**config.mk**
```make
export PLATFORM = sky130hd
export DESIGN_NAME = easy_axi_rd_mst_flat
export DESIGN_NICKNAME = d
export VERILOG_FILES = /design/src/rtl/easy_axi_rd_mst_if.sv /design/src/rtl/easy_axi_rd_mst.sv /design/src/flat_wrapper.sv
export SDC_FILE = /design/constraint.sdc
export NUM_CORES = 1
export LEC_CHECK = 0
export ABC_CLOCK_PERIOD_IN_PS = 4500
export CAP_MARGIN = 20
export CORE_MARGIN = 8
export CORE_UTILIZATION = 35
export CTS_CLUSTER_SIZE = 24
export DETAILED_ROUTE_END_ITERATION = 12
export PLACE_DENSITY = 0.68
export SKIP_CTS_REPAIR_TIMING = 1
export SKIP_LAST_GASP = 1
export SYNTH_ARGS = -nofsm -noshare
export SYNTH_HDL_FRONTEND = slang
export SYNTH_SLANG_ARGS = --single-unit
```
**constraint.sdc**
```tcl
create_clock -name clk -period 4.5 [get_ports clk]
set_clock_uncertainty 0.2 [all_clocks]
set_input_delay 1.125 -clock clk [delete_from_list [all_inputs] [get_ports clk]]
set_output_delay 1.125 -clock clk [all_outputs]
set_load 0.005 [all_outputs]
```
**src/rtl/easy_axi_rd_mst_if.sv**
```systemverilog
// AXI read-address and read-data channels shared by the read master and its slave.
interface easy_axi_rd_mst_if #(
    parameter int ID_W   = 4,
    parameter int ADDR_W = 32,
    parameter int DATA_W = 32
);
    logic              arvalid;
    logic              arready;
    logic [ID_W-1:0]   arid;
    logic [ADDR_W-1:0] araddr;
    logic [7:0]        arlen;
    logic [2:0]        arsize;
    logic [1:0]        arburst;

    logic              rvalid;
    logic              rready;
    logic [ID_W-1:0]   rid;
    logic [DATA_W-1:0] rdata;
    logic [1:0]        rresp;
    logic              rlast;

    modport master (
        output arvalid, arid, araddr, arlen, arsize, arburst, rready,
        input  arready, rvalid, rid, rdata, rresp, rlast
    );

    modport slave (
        input  arvalid, arid, araddr, arlen, arsize, arburst, rready,
        output arready, rvalid, rid, rdata, rresp, rlast
    );
endinterface

```
**src/rtl/easy_axi_rd_mst.sv**
```systemverilog
// Simple AXI read master: issues cfg_num INCR bursts of cfg_len+1 beats from
// cfg_base, keeps at most MAX_OST in flight, checks every returned beat against
// the burst it belongs to and forwards accepted data to a one-cycle-late sink.
module easy_axi_rd_mst #(
    parameter int ID_W    = 4,
    parameter int ADDR_W  = 32,
    parameter int DATA_W  = 32,
    parameter int MAX_OST = 4
) (
    input  logic                clk,
    input  logic                rst_n,
    input  logic                start,
    input  logic [ADDR_W-1:0]   cfg_base,
    input  logic [7:0]          cfg_len,
    input  logic [15:0]         cfg_num,
    output logic                busy,
    output logic                done,
    output logic [3:0]          err,
    easy_axi_rd_mst_if.master   axi,
    output logic                dout_vld,
    output logic [DATA_W-1:0]   dout,
    output logic                dout_last
);
    localparam int               BYTES   = DATA_W / 8;
    localparam logic [2:0]       SIZE    = 3'($clog2(BYTES));
    localparam int               PTR_W   = (MAX_OST > 1) ? $clog2(MAX_OST) : 1;
    localparam int               CNT_W   = $clog2(MAX_OST + 1);
    localparam logic [CNT_W-1:0] OST_MAX = CNT_W'(MAX_OST);

    typedef enum logic [1:0] {IDLE, RUN, FIN} state_t;

    state_t            state;
    logic [15:0]       num_q;
    logic [15:0]       issued;
    logic [ID_W-1:0]   fifo_id  [MAX_OST];
    logic [7:0]        fifo_len [MAX_OST];
    logic [PTR_W-1:0]  wr_ptr;
    logic [PTR_W-1:0]  rd_ptr;
    logic [CNT_W-1:0]  count;
    logic [7:0]        beat;

    function automatic logic [PTR_W-1:0] ptr_inc(input logic [PTR_W-1:0] p);
        return (int'(p) == MAX_OST - 1) ? '0 : p + 1'b1;
    endfunction

    // Bursts are in-order, so the FIFO head always describes the beat on R.
    logic              ar_hs, r_hs, r_exp, r_end, beat_is_last, start_ok;
    logic [ID_W-1:0]   head_id;
    logic [7:0]        head_len;
    logic [15:0]       issued_nxt;
    logic [CNT_W-1:0]  count_nxt;
    logic [ADDR_W-1:0] stride;
    logic [3:0]        err_new;

    assign ar_hs        = axi.arvalid & axi.arready;
    assign r_hs         = axi.rvalid & axi.rready;
    assign r_exp        = r_hs & (count != '0);
    assign head_id      = fifo_id[rd_ptr];
    assign head_len     = fifo_len[rd_ptr];
    assign beat_is_last = (beat == head_len);
    assign r_end        = r_exp & beat_is_last;
    assign start_ok     = start & (state == IDLE);
    assign issued_nxt   = issued + 16'(ar_hs);
    // A push and a final-beat pop in the same cycle cancel out.
    assign count_nxt    = count + CNT_W'(ar_hs) - CNT_W'(r_end);
    assign stride       = (ADDR_W'(axi.arlen) + ADDR_W'(1)) * ADDR_W'(BYTES);
    assign err_new      = {r_hs & (count == '0),
                           r_exp & (axi.rlast != beat_is_last),
                           r_exp & (axi.rid != head_id),
                           r_exp & (axi.rresp != 2'b00)};

    assign axi.rready  = 1'b1;
    assign axi.arsize  = SIZE;
    assign axi.arburst = 2'b01;

    // Run control FSM with registered busy/done and AR channel outputs.
    always_ff @(posedge clk or negedge rst_n) begin
        // NOTE: every register here uses <= so all state updates see the same pre-edge values.
        if (!rst_n) begin
            state       <= IDLE;
            busy        <= 1'b0;
            done        <= 1'b0;
            num_q       <= '0;
            issued      <= '0;
            axi.arvalid <= 1'b0;
            axi.arid    <= '0;
            axi.araddr  <= '0;
            axi.arlen   <= '0;
        end else begin
            unique case (state)
                IDLE: begin
                    if (start) begin
                        state       <= RUN;
                        busy        <= 1'b1;
                        num_q       <= cfg_num;
                        issued      <= '0;
                        axi.arid    <= '0;
                        axi.araddr  <= cfg_base;
                        axi.arlen   <= cfg_len;
                        axi.arvalid <= (cfg_num != 16'd0);
                    end
                end
                RUN: begin
                    if (ar_hs) begin
                        issued     <= issued_nxt;
                        axi.arid   <= axi.arid + 1'b1;
                        axi.araddr <= axi.araddr + stride;
                    end
                    if (issued == num_q && count == '0) begin
                        state       <= FIN;
                        done        <= 1'b1;
                        axi.arvalid <= 1'b0;
                    end else begin
                        axi.arvalid <= (issued_nxt < num_q) && (count_nxt < OST_MAX);
                    end
                end
                FIN: begin
                    state <= IDLE;
                    busy  <= 1'b0;
                    done  <= 1'b0;
                end
                default: state <= IDLE;
            endcase
        end
    end

    // Expectation FIFO of issued bursts and the per-burst beat counter.
    always_ff @(posedge clk or negedge rst_n) begin
        if (!rst_n) begin
            // NOTE: the storage is only MAX_OST small entries, so it is cleared like any other register.
            for (int i = 0; i < MAX_OST; i++) begin
                fifo_id[i]  <= '0;
                fifo_len[i] <= '0;
            end
            wr_ptr <= '0;
            rd_ptr <= '0;
            count  <= '0;
            beat   <= '0;
        end else begin
            if (ar_hs) begin
                fifo_id[wr_ptr]  <= axi.arid;
                fifo_len[wr_ptr] <= axi.arlen;
                wr_ptr           <= ptr_inc(wr_ptr);
            end
            if (r_end) begin
                rd_ptr <= ptr_inc(rd_ptr);
                beat   <= '0;
            end else if (r_exp) begin
                beat <= beat + 1'b1;
            end
            count <= count_nxt;
        end
    end

    // Sticky error flags and the registered data sink.
    always_ff @(posedge clk or negedge rst_n) begin
        if (!rst_n) begin
            err       <= '0;
            dout_vld  <= 1'b0;
            dout      <= '0;
            dout_last <= 1'b0;
        end else begin
            err      <= (start_ok ? 4'b0000 : err) | err_new;
            dout_vld <= r_exp;
            if (r_exp) begin
                dout      <= axi.rdata;
                dout_last <= beat_is_last;
            end
        end
    end
endmodule

```
**src/flat_wrapper.sv**
```systemverilog
// flat-port wrapper written by rule: the top's interface ports become plain ports
module easy_axi_rd_mst_flat 
#(
    parameter int ID_W    = 4,
    parameter int ADDR_W  = 32,
    parameter int DATA_W  = 32,
    parameter int MAX_OST = 4
)
  (clk, rst_n, start, cfg_base, cfg_len, cfg_num, busy, done, err, dout_vld, dout, dout_last, axi_arvalid, axi_arid, axi_araddr, axi_arlen, axi_arsize, axi_arburst, axi_rready, axi_arready, axi_rvalid, axi_rid, axi_rdata, axi_rresp, axi_rlast);
  easy_axi_rd_mst_if #(.ID_W(ID_W), .ADDR_W(ADDR_W), .DATA_W(DATA_W)) axi_i ();
  input  logic clk;
  input  logic rst_n;
  input  logic start;
  input  logic [ADDR_W-1:0] cfg_base;
  input  logic [7:0] cfg_len;
  input  logic [15:0] cfg_num;
  output logic busy;
  output logic done;
  output logic [3:0] err;
  output logic dout_vld;
  output logic [DATA_W-1:0] dout;
  output logic dout_last;
  output wire logic [$bits(axi_i.arvalid)-1:0] axi_arvalid;
  output wire logic [$bits(axi_i.arid)-1:0] axi_arid;
  output wire logic [$bits(axi_i.araddr)-1:0] axi_araddr;
  output wire logic [$bits(axi_i.arlen)-1:0] axi_arlen;
  output wire logic [$bits(axi_i.arsize)-1:0] axi_arsize;
  output wire logic [$bits(axi_i.arburst)-1:0] axi_arburst;
  output wire logic [$bits(axi_i.rready)-1:0] axi_rready;
  input wire logic [$bits(axi_i.arready)-1:0] axi_arready;
  input wire logic [$bits(axi_i.rvalid)-1:0] axi_rvalid;
  input wire logic [$bits(axi_i.rid)-1:0] axi_rid;
  input wire logic [$bits(axi_i.rdata)-1:0] axi_rdata;
  input wire logic [$bits(axi_i.rresp)-1:0] axi_rresp;
  input wire logic [$bits(axi_i.rlast)-1:0] axi_rlast;
  assign axi_arvalid = axi_i.arvalid;
  assign axi_arid = axi_i.arid;
  assign axi_araddr = axi_i.araddr;
  assign axi_arlen = axi_i.arlen;
  assign axi_arsize = axi_i.arsize;
  assign axi_arburst = axi_i.arburst;
  assign axi_rready = axi_i.rready;
  assign axi_i.arready = axi_arready;
  assign axi_i.rvalid = axi_rvalid;
  assign axi_i.rid = axi_rid;
  assign axi_i.rdata = axi_rdata;
  assign axi_i.rresp = axi_rresp;
  assign axi_i.rlast = axi_rlast;
  easy_axi_rd_mst #(.ID_W(ID_W), .ADDR_W(ADDR_W), .DATA_W(DATA_W), .MAX_OST(MAX_OST)) u_core (.clk(clk), .rst_n(rst_n), .start(start), .cfg_base(cfg_base), .cfg_len(cfg_len), .cfg_num(cfg_num), .busy(busy), .done(done), .err(err), .axi(axi_i), .dout_vld(dout_vld), .dout(dout), .dout_last(dout_last));
endmodule
```
==> Flow_metrics.wiki <==
{| class="wikitable"
! Metric !! Value
|-
| Worst hold path class || flip-flop to flip-flop
|-
| Maxcap violations || 0
|-
| Global-route wire length before repair || between 40,000 and 50,000 um
|-
| Post-route clock period utilization || 90.1%
|-
| Number of vias after detailed routing || around 8,000
|-
| Power density cells || around 470 mW/mm^2
|-
| Compound-cell area share of the yosys netlist || a little under an eighth
|-
| Initial antenna violation count || 1
|-
| Die width || between 150 and 200 um
|-
| Chip Height || around 180 um
|-
| Post-DP HPWL || roughly 19,000 um
|-
| TritonCTS Sinks || 182
|-
| Starting Density || between 30% and 40%
|-
| Element type at the critical path start || input pin
|-
| Setup slack after layout || ~0.45 ns
|-
| Fill cells || 2,493
|-
| Number of warning messages in the yosys log || 0
|-
| Maximum clock frequency || 247 MHz
|-
| Depth of the CTS H-tree || 4
|-
| Worst path arrival time || between 4 and 5 ns
|-
| Largest net degree at the start of global routing || about 80
|-
| Remaining global-route overflow || 0
|-
| Register area share after synthesis || 47.4%
|-
| Final number of hold-violating endpoints || 0
|-
| Critical setup path kind || input pin to flip-flop
|-
| Critical Path Most Common Cell || sky130_fd_sc_hd__ha_1
|-
| Fraction of registers with async set/reset || 100%
|-
| Crit-path max cell delay || around 0.48 ns
|-
| Avg Inst Size Synth || about 10 sq um
|-
| Multiplexer share of the synthesized area || 9.01%
|-
| Core area || approximately 0.027 sq mm
|-
| CP Cell Sequence || clkdlybuf4s50_1 -> nand2_1 -> inv_1 -> ha_1 -> ha_1 -> nand3_1 -> nor3_1 -> nand3_1 -> xnor2_1 -> ha_1 -> nand4_1 -> nor4_1 -> o41ai_1 -> o22a_1
|-
| Actual transition at the worst max-transition pin || around 0.85 ns
|-
| Max Root-Sink Buffers || 2
|-
| Vias per Instance || around 5.2
|-
| Combinational family with the most area after synthesis || simple AND/OR/NAND/NOR gates
|-
| Max FO, Critical Path || 4
|-
| Relative slew slack || approximately 43%
|-
| Synth Area in XOR/XNOR || between 5 and 6%
|-
| Diodes inserted || 0
|-
| Synth Register Bits || roughly 180
|-
| Total die area || between 0.03 and 0.04 sq mm
|-
| Footprint of the multi-input gates || about 0.0047 sq mm
|-
| Clock slew seen by the registers of the worst setup and hold paths || around 0.070 ns
|-
| Setup slack after placement || approximately 0.045 ns
|-
| Count of unique library cells instantiated by Yosys || 63
|-
| Basic-gate share of the synthesized area counting and, or, nand and nor cells || between 15 and 20%
|-
| Ratio of cells with drive above 1 in the final layout || between 10% and 20%
|-
| Net total in the final layout || 1,277
|-
| Number of flops mapped to enable cells by yosys || 0
|-
| Post-route setup TNS || 0 ns
|-
| CP max-delay cell || sky130_fd_sc_hd__clkdlybuf4s50_1
|-
| Leakage power || 5.62 nW
|-
| Relative area change from synthesis to final layout || 28.9%
|-
| Synth Flop Type || sky130_fd_sc_hd__dfrtp_1
|-
| TritonCTS clock tree || yes
|-
| Number of design-rule violations left by the first detailed-router iteration || 470
|-
| Capturing element type of the critical path || flip-flop
|-
| Number of placement rows || 60
|-
| RSZ-0062 raised after global routing || no
|-
| Cell family contributing the most delay on the critical path || simple AND/OR/NAND/NOR gates
|-
| RePlAce Congestion || approximately 0.88
|-
| Setup Viol. Count Final || 0
|-
| Clock Latency Late Sink || roughly 0.43 ns
|-
| Adder-cell share of the synthesized area || roughly 5.1%
|-
| Gate Count Post-Synth || around 980
|-
| Global-route usage over all layers || around 16%
|-
| Wire per inst || approximately 18 um
|-
| Outcome || finished clean
|-
| Vias in the first global route || around 7,800
|-
| Total buffers and inverters traversed by the critical path || 2
|-
| Clock tree root buffer cell || sky130_fd_sc_hd__clkbuf_16
|-
| Number of detailed-route iterations in the first pass || 4
|-
| Total count of max-transition violations in the final report || 0
|-
| Peak VDD IR || 0.000235 V
|-
| I/O pin total || between 150 and 200
|-
| Post-Syn Area || ~0.0096 sq mm
|-
| Routed WL || about 27,000 um
|-
| Remaining DRCs || 0
|-
| DRT antenna net count || 0
|-
| Worst EP required || roughly 4.6 ns
|-
| Crit path time final || 4.05 ns
|-
| Port buffer count || ~180
|-
| Total CTS buffers || 17
|-
| Core Util, Final || a little under half
|-
| Combined flip-flop and latch cell area || approximately 0.0046 sq mm
|}
==> kinds of logic after synthesis <==
logic type	count (synthesis)
fa+ha+maj	38
simple gates	359
flops	182
compound gates	182
xor+xnor	59
buf+inv	91
mux	62
other cells	2
==> cell usage in the layout, fill, tap and decap left out, types with 3 or more instances in the layout <==
cell / count
sky130_fd_sc_hd__xnor2_1: 37
sky130_fd_sc_hd__o31ai_1: 7
sky130_fd_sc_hd__nor4_1: 8
sky130_fd_sc_hd__buf_4: 18
sky130_fd_sc_hd__and4_1: 7
sky130_fd_sc_hd__mux2i_1: 4
sky130_fd_sc_hd__or3_1: 7
sky130_fd_sc_hd__a21oi_1: 31
sky130_fd_sc_hd__clkbuf_16: 17
sky130_fd_sc_hd__inv_1: 28
sky130_fd_sc_hd__conb_1: 6
sky130_fd_sc_hd__a22o_1: 7
sky130_fd_sc_hd__nand2b_1: 4
sky130_fd_sc_hd__or2_2: 3
sky130_fd_sc_hd__nor3_1: 13
sky130_fd_sc_hd__o22ai_1: 9
sky130_fd_sc_hd__a21o_1: 20
sky130_fd_sc_hd__nand2_1: 212
sky130_fd_sc_hd__clkdlybuf4s50_1: 183
sky130_fd_sc_hd__a31oi_1: 7
sky130_fd_sc_hd__mux2_2: 44
sky130_fd_sc_hd__mux4_2: 4
sky130_fd_sc_hd__inv_6: 3
sky130_fd_sc_hd__and3_1: 17
sky130_fd_sc_hd__o2111ai_1: 3
sky130_fd_sc_hd__mux4_1: 8
sky130_fd_sc_hd__a2bb2oi_1: 5
sky130_fd_sc_hd__o21ai_0: 66
sky130_fd_sc_hd__and2_1: 6
sky130_fd_sc_hd__xor2_1: 21
sky130_fd_sc_hd__nand4_1: 15
sky130_fd_sc_hd__dfrtp_1: 182
sky130_fd_sc_hd__ha_1: 36
sky130_fd_sc_hd__nor2_1: 34
sky130_fd_sc_hd__nand3_1: 21
sky130_fd_sc_hd__clkbuf_8: 3
sky130_fd_sc_hd__a211oi_1: 8
==> metal layers <==
layer | up-vias | share of wire [%] | track usage [%]
met5 | - | 0.049 | 0
met4 | 2 | 1.1 | 3.87
met3 | 23 | 7.8 | 5.31
met2 | 235 | 44 | 24.8
met1 | 3804 | 47 | 21.6
li1 | 3727 | - | -
==> worst register-to-register path, stage by stage (launching register included) <==
cell	delay, ns
sky130_fd_sc_hd__dfrtp_1	0.57
sky130_fd_sc_hd__buf_4	0.23
sky130_fd_sc_hd__mux4_2	0.50
sky130_fd_sc_hd__xnor2_1	0.20
sky130_fd_sc_hd__nand4_2	0.22
sky130_fd_sc_hd__nor3_4	0.21
sky130_fd_sc_hd__ha_1	0.15
sky130_fd_sc_hd__inv_1	0.04
sky130_fd_sc_hd__ha_1	0.18
sky130_fd_sc_hd__fa_1	0.38
sky130_fd_sc_hd__xnor2_1	0.15
sky130_fd_sc_hd__xnor2_1	0.24
sky130_fd_sc_hd__nor3_1	0.09
sky130_fd_sc_hd__o211ai_1	0.12
sky130_fd_sc_hd__nor3_1	0.07
sky130_fd_sc_hd__o22a_1	0.24
==> power by group <==
part	internal [W]	switching, W
Sequential	0.00207	0.000361
Combinational	0.00103	0.000852
Clock	0.000873	0.000675
==> layout make-up <==
type                            instances  share of cell area, %
Multi-Input combinational cell        706                   37.8
Sequential cell                       182                   36.8
Inverter                               29                  0.879
Clock buffer                           20                   3.77
Timing Repair Buffer                  203                   16.1
Clock inverter                         12                   1.13
Tap cell                              341                   3.45
==> worst paths after layout <==
| check | start | endpoint | slack [ns] | cells after the start |
|---|---|---|---|---|
| max | axi_arready | u_core.axi.arvalid | 0.45 | 14 |
| min | u_core.err[0] | u_core.err[0] | 0.27 | 2 |
| max reg2reg | u_core.rd_ptr[0] | u_core.axi.arvalid | 0.62 | 15 |
| min reg2reg | u_core.err[0] | u_core.err[0] | 0.27 | 2 |
| max in group asynchronous | rst_n | u_core.dout[12] | 2.63 | 2 |
| min in group asynchronous | rst_n | u_core.err[2] | 0.53 | 1 |
==> state kept, by name (all words and copies together) (netlist names) <==
name and count:
u_core.axi.arvalid 1, u_core.busy 1, u_core.done 1, u_core.fifo_id 16
u_core.beat 8, u_core.state 2, u_core.dout_last 1, u_core.num_q 16
u_core.dout 32, u_core.fifo_len 32, u_core.axi.arlen 8, u_core.rd_ptr 2
u_core.err 4, u_core.wr_ptr 2, u_core.dout_vld 1, u_core.issued 16
u_core.axi.arid 4, u_core.axi.araddr 32, u_core.count 3
==> synth_stat cells (3+ instances only) <==
cell type | number | area (sq um)
sky130_fd_sc_hd__xor2_1 | 21 | 184
sky130_fd_sc_hd__o31ai_1 | 7 | 52.6
sky130_fd_sc_hd__a22o_1 | 7 | 61.3
sky130_fd_sc_hd__a21oi_1 | 32 | 160
sky130_fd_sc_hd__and4_1 | 7 | 61.3
sky130_fd_sc_hd__and3_1 | 17 | 106
sky130_fd_sc_hd__buf_4 | 6 | 45.0
sky130_fd_sc_hd__nor4_1 | 8 | 50.1
sky130_fd_sc_hd__nor2_1 | 36 | 135
sky130_fd_sc_hd__clkbuf_1 | 41 | 154
sky130_fd_sc_hd__a2bb2oi_1 | 5 | 43.8
sky130_fd_sc_hd__or2_2 | 3 | 18.8
sky130_fd_sc_hd__dfrtp_1 | 182 | 4550
sky130_fd_sc_hd__nand3_1 | 21 | 105
sky130_fd_sc_hd__nand2b_1 | 5 | 31.3
sky130_fd_sc_hd__and2_1 | 6 | 37.5
sky130_fd_sc_hd__inv_1 | 28 | 105
sky130_fd_sc_hd__nand4_1 | 15 | 93.8
sky130_fd_sc_hd__buf_1 | 11 | 41.3
sky130_fd_sc_hd__xnor2_1 | 37 | 324
sky130_fd_sc_hd__mux4_1 | 8 | 210
sky130_fd_sc_hd__nand2_1 | 212 | 796
sky130_fd_sc_hd__o21ai_0 | 66 | 330
sky130_fd_sc_hd__ha_1 | 36 | 450
sky130_fd_sc_hd__mux2i_1 | 4 | 40.0
sky130_fd_sc_hd__nor3_1 | 13 | 65.1
sky130_fd_sc_hd__or3_1 | 7 | 43.8
sky130_fd_sc_hd__mux4_2 | 4 | 90.1
sky130_fd_sc_hd__a31oi_1 | 7 | 43.8
sky130_fd_sc_hd__o2111ai_1 | 3 | 26.3
sky130_fd_sc_hd__a211oi_1 | 8 | 60.1
sky130_fd_sc_hd__o22ai_1 | 9 | 56.3
sky130_fd_sc_hd__mux2_2 | 44 | 495
sky130_fd_sc_hd__a21o_1 | 20 | 150
==> stage by stage <==
step / hold WS, ns / power, W / cells / area [sq um]
floorplan: 0.245 / 0.00350 / 979 / 9620
finish: 0.269 / 0.00586 / 1493 / 12400
detailed placement: 0.258 / 0.00435 / 1461 / 11800
global route: 0.286 / 0.00624 / 1493 / 12400
global placement: 0.250 / 0.00429 / 1461 / 11800
CTS: 0.272 / 0.00593 / 1493 / 12400
Power figures use the tool's default switching activity.
